$ cat src/rtl/debouncer.sv
// rtl/debouncer.sv - 2-flop synchronized, counter-based debouncer for one noisy input
module debouncer #(
    parameter int STABLE_CYCLES = 2
) (
    input  logic clk,
    input  logic reset,
    input  logic in,
    output logic out
);

    localparam int CW = ($clog2(STABLE_CYCLES + 1) < 1) ? 1 : $clog2(STABLE_CYCLES + 1);
    localparam logic [CW-1:0] CNT_LAST = CW'(STABLE_CYCLES - 1);

    generate
        if (STABLE_CYCLES < 1) begin : g_bad_stable_cycles
            $error("debouncer: STABLE_CYCLES must be >= 1");
        end
    endgenerate

    logic          r_sync1;
    logic          r_sync2;
    logic [CW-1:0] r_cnt;
    logic          r_out;

    // cnt only runs while sync2 disagrees with out; any agreement restarts the window
    always_ff @(posedge clk or posedge reset) begin
        if (reset) begin
            r_sync1 <= 1'b0;
            r_sync2 <= 1'b0;
            r_cnt   <= '0;
            r_out   <= 1'b0;
        end else begin
            r_sync1 <= in;
            r_sync2 <= r_sync1;
            if (r_sync2 == r_out) begin
                r_cnt <= '0;
            end else if (r_cnt == CNT_LAST) begin
                r_out <= r_sync2;
                r_cnt <= '0;
            end else begin
                r_cnt <= r_cnt + CW'(1);
            end
        end
    end

    assign out = r_out;

endmodule

$ cat config.mk
export PLATFORM = sky130hd
export DESIGN_NAME = debouncer
export DESIGN_NICKNAME = d
export VERILOG_FILES = /design/src/rtl/debouncer.sv
export SDC_FILE = /design/constraint.sdc
export NUM_CORES = 1
export LEC_CHECK = 0
export ABC_AREA = 1
export BUFFER_PORTS_ARGS = -buffer_cell sky130_fd_sc_hd__buf_4
export CAP_MARGIN = 20
export CORE_AREA = 2 2 39 41
export CTS_CLUSTER_DIAMETER = 40
export DETAILED_ROUTE_END_ITERATION = 8
export DIE_AREA = 0 0 41 43
export PLACE_DENSITY = 0.3
export SLEW_MARGIN = 20
export SYNTH_ARGS = -nofsm -noshare
export SYNTH_HDL_FRONTEND = slang
export SYNTH_SLANG_ARGS = --single-unit
$ cat constraint.sdc
create_clock -name clk -period 1.05 [get_ports clk]
set_input_delay 0.105 -clock clk [delete_from_list [all_inputs] [get_ports clk]]
set_output_delay 0.105 -clock clk [all_outputs]
set_load 0.02 [all_outputs]
# [After elaboration in Yosys (flattened, before gate mapping)]
# Index checks and enable logic that the tools add are counted.
# W data, S select, Z words.
[word_totals] regBits=5 inputBits=3 output_inout_bits=1 elab_cells=11
[classes] n_addsub=1 n_eq_ne=2 mux=2 bitwise_logic=1 n_reduce_logical=1
[op_table] op="$mux W2" count=2
[op_table] op="$add A2 B1 Y2 const B" count=1
[op_table] op="$eq A2 B1 Y1 const B" count=1
[op_table] op="$reduce_and A2 Y1" count=1
[op_table] op="$eq A1 B1 Y1" count=1
[op_table] op="$not A1 Y1" count=1

# [Logic depth before layout (Yosys ltp)]
# Gate-level depths: netlist of run 1.
[depth] word_depth=3 depth_mapped=5

# [Worst setup path after synthesis of run 1]
# No wires, ideal clock.
[synth_path] path_kind="register to register" start="register r_out, in the netlist out" end="register r_cnt[1]" setup_time_ns=0.116 arrival_time_ns=0.680 slack_ns=0.254 stages_incl_launch_ff=5 n_path_buf=0 period_less_slack_ns=0.796 cell_sequence="dfrtp_1 inv_1 nand2_1 nand2_1 nor2_1"
[synth_via] elab_chain_len=2
[synth_rtl] item="start, declared" line="23" rtl="logic r_out;"
[synth_rtl] item="start signal, assigned" line="38" rtl="r_out <= r_sync2;"
[synth_rtl] item="$eq A1 B1 Y1" line="35" rtl="if (r_sync2 == r_out) begin"
[synth_rtl] item="$mux W2" line="35"
[synth_rtl] item="end signal, assigned" line="41" rtl="r_cnt <= r_cnt + CW'(1);"
[synth_rtl] item="end, declared" line="22" rtl="logic [CW-1:0] r_cnt;"
# Every way passes these cells.
# A chain may end at the register's enable or synchronous reset.

# [Final worst setup path of run 1]
[layout_path] start="register r_out, in the netlist out" end="output port out"
[layout_lines] item="end, declared" line="8" rtl="output logic out"
# No word-level cell between the ends.

==> results of run 1 <==
[repair_timing]
item | in CTS | in global routing
endpoints found under the hold margin | 6 | 0
hold buffers | 2 | 0
setup endpoints to repair | 0 | 0
[placed cells by master, fill, tap and decap left out, drive strengths merged]
cell type    netlist  layout
buf                0       3
dlygate4sd3        0       2
clkbuf             0       4
nand3              1       1
nor2               2       2
inv                5       5
dfrtp              5       5
or2                1       1
nand2              6       6
[how the worst min path moves through the flow]
stage / start / end
finish: reset / r_sync2$_DFF_PP0_
global route: reset / r_sync2$_DFF_PP0_
CTS: reset / r_sync2$_DFF_PP0_
detailed placement: reset / r_cnt[1]$_DFF_PP0_
global placement: reset / r_cnt[1]$_DFF_PP0_
floorplan: reset / out$_DFFE_PP0P_
[sequential cells by signal, indices dropped and copies added (netlist names)]
signal   cells
out          1
r_cnt        2
r_sync1      1
r_sync2      1
[logic make-up (layout without fill, tap and decap cells)]
logic type / after synthesis / count (layout) / share of synthesized area [%]
simple gates: 10 / 10 / 22.3
flops: 5 / 5 / 67.6
buf+inv: 5 / 14 / 10.1
[power by group through the flow]
stage	combinational (mW)	clock [mW]	sequential, mW
after detailed placement	0.144	0	0.269
after global placement	0.145	0	0.268
final	0.146	0.223	0.265
after CTS	0.151	0.236	0.266
after global routing	0.172	0.248	0.278
after floorplan	0.0722	0	0.288
[cell type report]
| cell class | count | area (µm²) | share of cell area [%] |
|---|---|---|---|
| flip-flops and latches | 5 | 125 | 45.7 |
| repair buffers | 5 | 42.5 | 15.5 |
| multi-input cells | 10 | 41.3 | 15.1 |
| clock buffers | 4 | 26.3 | 9.59 |
| well taps | 16 | 20.0 | 7.31 |
| inverters | 5 | 18.8 | 6.85 |
[routing by layer]
metal,up-vias,global-route usage (%),wire [µm],share of wire (%)
met5,-,0,0,0
met4,0,10.0,0,0
li1,74,-,-,-
met3,0,4.71,24,8.5
met1,69,5.21,116,41
met2,2,5.63,141,50
==> metrics.md, run 1 <==
| Metric | Value |
|---|---|
| Final count of pins violating max slew | `0` |
| Dpl cells | `39` |
| Worst path bufs/invs | `1` |
| Antenna fix cells | `0` |
| Synth warn | `0` |
| Number of DRC markers in iteration 0 | `0` |
| Sw Ratio | `30.1%` |
| Asr flop ratio synth | `100%` |
| Max IR drop VDD | `0.595 mV` |
| Worst Hold Class | `primary input to asynchronous set/reset pin` |
| Worst r2r path cells | `2` |
| Max FO, Critical Path | `3` |
| Cts bufs inserted | `3` |
| Power, Total | `0.634 mW` |
| Leakage power | `0.145 nW` |
| Gr ovfl total | `0` |
| Skew-Pair Late Insertion Delay | `0.24 ns` |
| Final worst slack | `0.159 ns` |
| Remaining DRCs | `0` |
| Cell area after layout | `274 µm²` |
| DR vias | `145` |
| Critical path endpoint category | `output pin` |
| Vias in the first global route | `133` |
| Yosys top cell area share | `67.6%` |
| R2R Path Start | `r_cnt[0]$_DFF_PP0_` |
| Final hold vios | `0` |
| Crit Path Class | `flop to output pin` |
| Number of setup buffers added after CTS | `0` |
| Post-synth top cells | `nand2_1 (6), dfrtp_1 (5), inv_1 (5)` |
| Capture point of the worst path | `out` |
| Pin count of the biggest net entering global routing | `6` |
| Gr usage total | `5.85%` |
| Clk pwr share | `35.2%` |
| Placed cell areas | `228 µm²` |
| Pwr dens | `2310 nW/µm²` |
| H-tree levels | `1` |
| Setup_tns | `0 ns` |
| Worst path max stage delay | `0.38 ns` |
| Die Span X | `41 µm` |
| P&R area growth vs syn | `48.0%` |
| CP Launch Type | `flop` |
| Die ar. | `1760 µm²` |
| Sequential share of power | `41.8%` |
| Starting Density | `13.4%` |
| Worst Path Arrival | `0.79 ns` |
| Final period util | `84.8%` |
| Post-place setup slack | `0.288 ns` |
| CTS max path bufs | `2` |
| Post-synth EDFFs | `0` |
| Hold_ws | `0.321 ns` |
| NetSw | `0.191 mW` |
| Sequence of cells on the critical path | `buf_4` |
| CTS tree | `yes` |
| Core Area | `1380 µm²` |
| Fillers | `156` |
| Clock sinks | `5` |
| Via/cell ratio | `3.22` |
| Data required time of the worst path | `0.94 ns` |
| Final wirelength | `282 µm` |
| Final net count | `33` |
| Cell Int Power | `0.443 mW` |
| Top post-synthesis cells by area | `dfrtp_1 (68%), nand2_1 (12%), inv_1 (10%), nor2_1 (4.1%), or2_0 (3.4%)` |
| Syn nets | `23` |
| Count leader, synth | `nand2_1` |
| Initial antenna violation count | `0` |
| Cells after synthesis | `20` |
| IO Pins | `4` |
| Share of layout cells above drive strength 1 | `20.7%` |
| Post-DRT Antenna Nets | `0` |
| Drt first pass iters | `1` |
| Fmax | `1.12 GHz` |
| Utilization after layout | `19.8%` |
| Status | `finished clean` |
| Setup crit start | `out$_DFFE_PP0P_` |
| Average size of a mapped cell | `9.26 µm²` |
| Final period demand of the worst path | `0.891 ns` |
| Comb power frac | `23.1%` |
| Sequential share of the synthesized area | `67.6%` |
| Non-filler instance count after layout | `45` |
| Row cnt | `14` |
| FF+latch count, synth | `5` |
| Yosys top cell by area | `dfrtp_1` |
| FF-to-FF setup slack | `0.29 ns` |
| MaxCap Viol Count | `0` |
| Worst-margin pin slew | `0.190 ns` |
| Distinct cells, synth | `6` |
| Cell family with most CP delay | `flip-flops` |
| Cts repair resizes | `0` |
| Skew final | `0.000327 ns` |
| Top_reg_cell synth | `dfrtp_1` |
| Max-slew headroom | `87.3%` |
| Gpl congestion | `0.603` |
| First-pass GRT wire length | `545 µm` |
| Die height | `43 µm` |
| Reg2reg end | `r_cnt[1]$_DFF_PP0_` |
| RSZ-0062 raised after global routing | `false` |
| Buffers on Ports | `3` |
| Cell area after synthesis | `185 µm²` |
| Clock Tree Root | `clkbuf_4` |
| Clock-pin slew on the worst setup and hold paths | `0.04 ns` |
| Final setup violation count | `0` |
| Avg WL per Cell | `6.27 µm` |
| Critical path's slowest cell | `dfrtp_1` |
| CP Depth | `1` |
Note: power is estimated with default switching activity, not from simulation.
==> inputs of run 2 (changes only) <==
- clock period: 1.05 -> 0.8 ns (I/O delays scaled with it)
==> metrics.md, run 2 (synthesis results as in run 1) <==
| Metric | Value |
|---|---|
| DR vias | `136 (-6.2%)` |
| Final wirelength | `270 µm (-4.3%)` |
| IO Pins | `4 (unchanged)` |
| Buffers on Ports | `3 (unchanged)` |
| Dpl cells | `39 (unchanged)` |
| Core Area | `1380 µm² (unchanged)` |
| Cts bufs inserted | `3 (unchanged)` |
| Leakage power | `0.147 nW (+0.95%)` |
| Number of setup buffers added after CTS | `0 (unchanged)` |
| Skew-Pair Late Insertion Delay | `0.24 ns (about the same)` |
| Gr ovfl total | `0 (unchanged)` |
| Worst r2r path cells | `2 (unchanged)` |
| Worst Hold Class | `primary input to asynchronous set/reset pin` |
| Pwr dens | `3040 nW/µm² (+32%)` |
| CTS tree | `yes` |
| Antenna fix cells | `0 (unchanged)` |
| Skew final | `0.00243 ns (+0.00211 ns)` |
| Max reg flops | `2 (unchanged)` |
| Cell family with most CP delay | `flip-flops` |
| Status | `complete, but fails checks` |
| Critical path endpoint category | `output pin` |
| Final hold vios | `0 (unchanged)` |
| Gpl congestion | `0.583 (-3.3%)` |
| Number of DRC markers in iteration 0 | `0 (unchanged)` |
| Worst-margin pin slew | `0.179 ns (-0.0110 ns)` |
| Final worst slack | `-0.0440 ns (-0.203 ns)` |
| Fmax | `1.18 GHz` |
| H-tree levels | `1 (unchanged)` |
| Most frequent cells in the layout | `nand2_1 (6), inv_1 (5), dfrtp_1 (5)` |
| Final setup violation count | `1 (+1)` |
| Final count of pins violating max slew | `0 (unchanged)` |
| Commonest non-fill, non-tap cell in the layout | `nand2_1` |
| Footprint of the multi-input gates | `41.3 µm² (unchanged)` |
| Remaining DRCs | `0 (unchanged)` |
| Die height | `43 µm (unchanged)` |
| Max IR drop VDD | `0.854 mV (+44%)` |
| RSZ-0062 raised after global routing | `true` |
| Worst path max stage delay | `0.39 ns (about the same)` |
| Pin count of the biggest net entering global routing | `6 (unchanged)` |
| Fillers | `163 (+4.5%)` |
| Final net count | `33 (unchanged)` |
| Post-DRT Antenna Nets | `0 (unchanged)` |
| Initial antenna violation count | `0 (unchanged)` |
| Avg WL per Cell | `6.00 µm (-4.3%)` |
| Max-slew headroom | `88.1% (+0.74 points)` |
| Share of layout cells above drive strength 1 | `20.7% (unchanged)` |
| Setup_tns | `-0.0440 ns (-0.0440 ns)` |
| R2R Path Start | `r_cnt[0]$_DFF_PP0_` |
| Drt first pass iters | `1 (unchanged)` |
| Final period demand of the worst path | `0.844 ns` |
| Critical path's slowest cell | `dfrtp_1` |
| Gr usage total | `5.05% (-0.80 points)` |
| Vias in the first global route | `144 (+8.3%)` |
| CP Launch Type | `flop` |
| Failing checks | `negative setup slack` |
| Worst path bufs/invs | `1 (unchanged)` |
| First-pass GRT wire length | `510 µm (-6.4%)` |
| FF-to-FF setup slack | `0.02 ns (-0.27 ns)` |
| Utilization after layout | `20.1% (+0.27 points)` |
| Starting Density | `13.4% (unchanged)` |
| Largest Register | `r_cnt` |
| FF+latch area | `125 µm² (unchanged)` |
| Die Span X | `41 µm (unchanged)` |
| P&R area growth vs syn | `50.0%` |
| Worst Path Arrival | `0.76 ns (-0.03 ns)` |
| MaxCap Viol Count | `0 (unchanged)` |
| Row cnt | `14 (unchanged)` |
| Sequence of cells on the critical path | `buf_6` |
| Data required time of the worst path | `0.72 ns (-0.22 ns)` |
| CTS max path bufs | `2 (unchanged)` |
| Die ar. | `1760 µm² (unchanged)` |
| Via/cell ratio | `3.02 (-6.2%)` |
| Clock Tree Root | `clkbuf_4` |
| Final period util | `105%` |
| Clock-pin slew on the worst setup and hold paths | `0.04 ns (about the same)` |
| Clock sinks | `5 (unchanged)` |
| Reg2reg end | `r_cnt[1]$_DFF_PP0_` |
| Non-filler instance count after layout | `45 (unchanged)` |
| Crit Path Class | `flop to output pin` |
| Max FO, Critical Path | `3 (unchanged)` |
| Hpwl dp | `221 µm` |
[run 2: changes by cell type in the layout (fill, tap and decap cells not counted)]
cell	before	now
buf_4	3	2
buf_6	0	1
[run 2: area by class of cell]
class,count,area share (%)
repair buffers,5,16.7
well taps,16,7.21
inverters,5,6.76
clock buffers,4,9.46
flip-flops and latches,5,45.0
multi-input cells,10,14.9
[run 2: power by group]
part	total [mW]	internal, mW	switching, mW
Sequential	0.350	0.309	0.0412
Combinational	0.209	0.0995	0.110
Clock	0.286	0.188	0.0979
Total	0.845	0.596	0.249
[run 2: stage by stage]
| step | hold WS, ns | setup WS, ns | instance area [µm²] | power [mW] |
|---|---|---|---|---|
| CTS | 0.298 | -0.0578 | 278 | 0.872 |
| global placement | -0.00421 | 0.0354 | 228 | 0.543 |
| floorplan | -0.141 | 0.00395 | 185 | 0.472 |
| detailed placement | -0.00111 | 0.0162 | 228 | 0.544 |
| finish | 0.294 | -0.0440 | 278 | 0.845 |
| global route | 0.313 | -0.0955 | 278 | 0.926 |
[run 2: worst max path at each step]
| stage | endpoint | cells after the start | slack (ns) | start |
|---|---|---|---|---|
| 2_1_floorplan | r_cnt[1]$_DFF_PP0_ | 4 | 0.004 | out$_DFFE_PP0P_ |
| 6_report | out | 1 | -0.04 | out$_DFFE_PP0P_ |
| 5_1_grt | out | 1 | -0.1 | out$_DFFE_PP0P_ |
| 4_1_cts | out | 1 | -0.06 | out$_DFFE_PP0P_ |
| 3_5_place_dp | r_cnt[1]$_DFF_PP0_ | 2 | 0.02 | r_cnt[0]$_DFF_PP0_ |
| 3_3_place_gp | r_cnt[1]$_DFF_PP0_ | 2 | 0.04 | r_cnt[0]$_DFF_PP0_ |
[run 2: repair_timing]
item                                   4_1_cts  5_1_grt
cloned                                       0        0
setup endpoints to repair                    1        3
gates resized for setup                      1        0
hold buffers                                 2        0
endpoints found under the hold margin        6        0
[run 2: per-layer routing]
layer  global-route usage (%)  wire length (µm)  vias up
met1                     4.58               108       61
met2                     5.63               145        2
met5                        0                 0        -
met4                     8.00                 0        0
li1                         -                 -       73
met3                     3.14                15        0
==> inputs of run 3 (changes only) <==
- CORE_AREA: 2 2 39 41 -> 5 5 42 44
- DIE_AREA: 0 0 41 43 -> 0 0 47 49
==> metrics.md, run 3 (synthesis results as in run 1) <==
| Metric | Value |
|---|---|
| Commonest non-fill, non-tap cell in the layout | `nand2_1` |
| Worst path bufs/invs | `1 (unchanged)` |
| Worst Path Arrival | `0.77 ns (about the same)` |
| Final worst slack | `-0.0507 ns (-0.00669 ns)` |
| Worst Hold Class | `primary input to asynchronous set/reset pin` |
| Gr ovfl total | `0 (unchanged)` |
| Share of layout cells above drive strength 1 | `20.7% (unchanged)` |
| Data required time of the worst path | `0.72 ns (about the same)` |
| MaxCap Viol Count | `0 (unchanged)` |
| Max FO, Critical Path | `3 (unchanged)` |
| Final hold vios | `0 (unchanged)` |
| Fillers | `163 (unchanged)` |
| Clock-pin slew on the worst setup and hold paths | `0.04 ns (about the same)` |
| Row cnt | `14 (unchanged)` |
| H-tree levels | `1 (unchanged)` |
| Buffers on Ports | `3 (unchanged)` |
| RSZ-0062 raised after global routing | `true` |
| Core Area | `1400 µm² (+1.3%)` |
| Largest Register | `r_cnt` |
| First-pass GRT wire length | `565 µm (+11%)` |
| Pwr dens | `3070 nW/µm² (+0.80%)` |
| Gpl congestion | `0.726 (+24%)` |
| P&R area growth vs syn | `50.0% (unchanged)` |
| Final wirelength | `313 µm (+16%)` |
| Footprint of the multi-input gates | `41.3 µm² (unchanged)` |
| Max IR drop VDD | `0.893 mV (+4.6%)` |
| Max-slew headroom | `86.8% (-1.2 points)` |
| Utilization after layout | `19.8% (-0.25 points)` |
| Final period util | `106% (+0.84 points)` |
| Worst path max stage delay | `0.39 ns (about the same)` |
| Max reg flops | `2 (unchanged)` |
| Worst-margin pin slew | `0.197 ns (+0.0187 ns)` |
| FF-to-FF setup slack | `0.02 ns (about the same)` |
| CTS tree | `yes` |
| Pin count of the biggest net entering global routing | `6 (unchanged)` |
| Clock Tree Root | `clkbuf_4` |
| Drt first pass iters | `2 (+1)` |
| Die height | `49 µm (+14%)` |
| Final count of pins violating max slew | `0 (unchanged)` |
| CP Launch Type | `flop` |
| Post-DRT Antenna Nets | `0 (unchanged)` |
| IO Pins | `4 (unchanged)` |
| Initial antenna violation count | `0 (unchanged)` |
| Cts bufs inserted | `3 (unchanged)` |
| Leakage power | `0.147 nW (unchanged)` |
| Worst r2r path cells | `2 (unchanged)` |
| Status | `complete, but fails checks` |
| Skew final | `0.00326 ns (+0.000826 ns)` |
| Starting Density | `13.2% (-0.17 points)` |
| Number of DRC markers in iteration 0 | `1 (+1)` |
| Remaining DRCs | `0 (unchanged)` |
| Power, Total | `0.852 mW (+0.80%)` |
| Skew-Pair Late Insertion Delay | `0.24 ns (about the same)` |
| Fmax | `1.18 GHz (-0.79%)` |
| Sequence of cells on the critical path | `buf_6` |
| Critical path endpoint category | `output pin` |
| Critical path's slowest cell | `dfrtp_1` |
| FF+latch area | `125 µm² (unchanged)` |
| Final period demand of the worst path | `0.851 ns (+0.00669 ns)` |
| Final net count | `33 (unchanged)` |
| Cell family with most CP delay | `flip-flops` |
| Setup_tns | `-0.0507 ns (-0.00669 ns)` |
| DR vias | `147 (+8.1%)` |
| Crit Path Class | `flop to output pin` |
| Clock sinks | `5 (unchanged)` |
| R2R Path Start | `r_cnt[0]$_DFF_PP0_` |
| Gr usage total | `3.74% (-1.3 points)` |
| Die ar. | `2300 µm² (+31%)` |
| Vias in the first global route | `165 (+15%)` |
| Via/cell ratio | `3.27 (+8.1%)` |
| Die Span X | `47 µm (+15%)` |
| CTS max path bufs | `2 (unchanged)` |
| Setup crit start | `out$_DFFE_PP0P_` |
| Most frequent cells in the layout | `nand2_1 (6), inv_1 (5), dfrtp_1 (5)` |
| Failing checks | `negative setup slack` |
| Avg WL per Cell | `6.96 µm (+16%)` |
| Final setup violation count | `1 (unchanged)` |
| Reg2reg end | `r_cnt[1]$_DFF_PP0_` |
| Antenna fix cells | `0 (unchanged)` |
## run 3: cell counts in the layout (fill, tap and decap cells not counted)
No cell type changed its count.
## run 3: worst reg2reg max path: stages, from the launching register on
cell and delay (ns):
dfrtp_1 0.39, or2_0 0.23, nor2_1 0.09
## run 3: per-layer routing
| layer | GRT usage (%) | routed length (µm) | up-vias |
|---|---|---|---|
| met4 | 4.15 | 0 | 0 |
| met2 | 5.43 | 174 | 3 |
| met5 | 0 | 0 | - |
| li1 | - | - | 75 |
| met3 | 2.21 | 22 | 0 |
| met1 | 3.10 | 116 | 69 |
## run 3: repair_timing
action	in CTS	in global routing
setup buffers	0	0
endpoints found under the hold margin	6	0
pin swaps	0	0
resized for setup	1	0
hold buffers	2	0
endpoints found under the setup margin	1	3
## run 3: layout make-up
cell class                 count  area share, %
timing repair buffer           5           16.7
multi-input combinational     10           14.9
tap                           16           7.21
clock buffer                   4           9.46
sequential                     5           45.0
inverter                       5           6.76
## run 3: how the worst max path moves through the flow
stage                     slack (ns)                  to  cells past startpoint
final                          -0.05                 out                      1
after global routing           -0.08                 out                      1
after CTS                      -0.06                 out                      1
after detailed placement        0.03  r_cnt[1]$_DFF_PP0_                      2
after global placement          0.05  r_cnt[1]$_DFF_PP0_                      2
after floorplan                0.004  r_cnt[1]$_DFF_PP0_                      4
## run 3: stage by stage
stage,hold slack (ns),cells,worst slack (ns),instance area [µm²]
floorplan,-0.141,20,0.00395,185
global placement,-0.00423,39,0.0500,228
detailed placement,0.00136,39,0.0272,228
CTS,0.299,45,-0.0622,278
global route,0.316,45,-0.0832,278
finish,0.295,45,-0.0507,278
## run 3: power by group
group | switching, mW | leakage (nW) | internal [mW]
clock | 0.0989 | 0.0150 | 0.188
combinational | 0.114 | 0.0712 | 0.0994
sequential | 0.0424 | 0.0607 | 0.309
total | 0.256 | 0.147 | 0.596
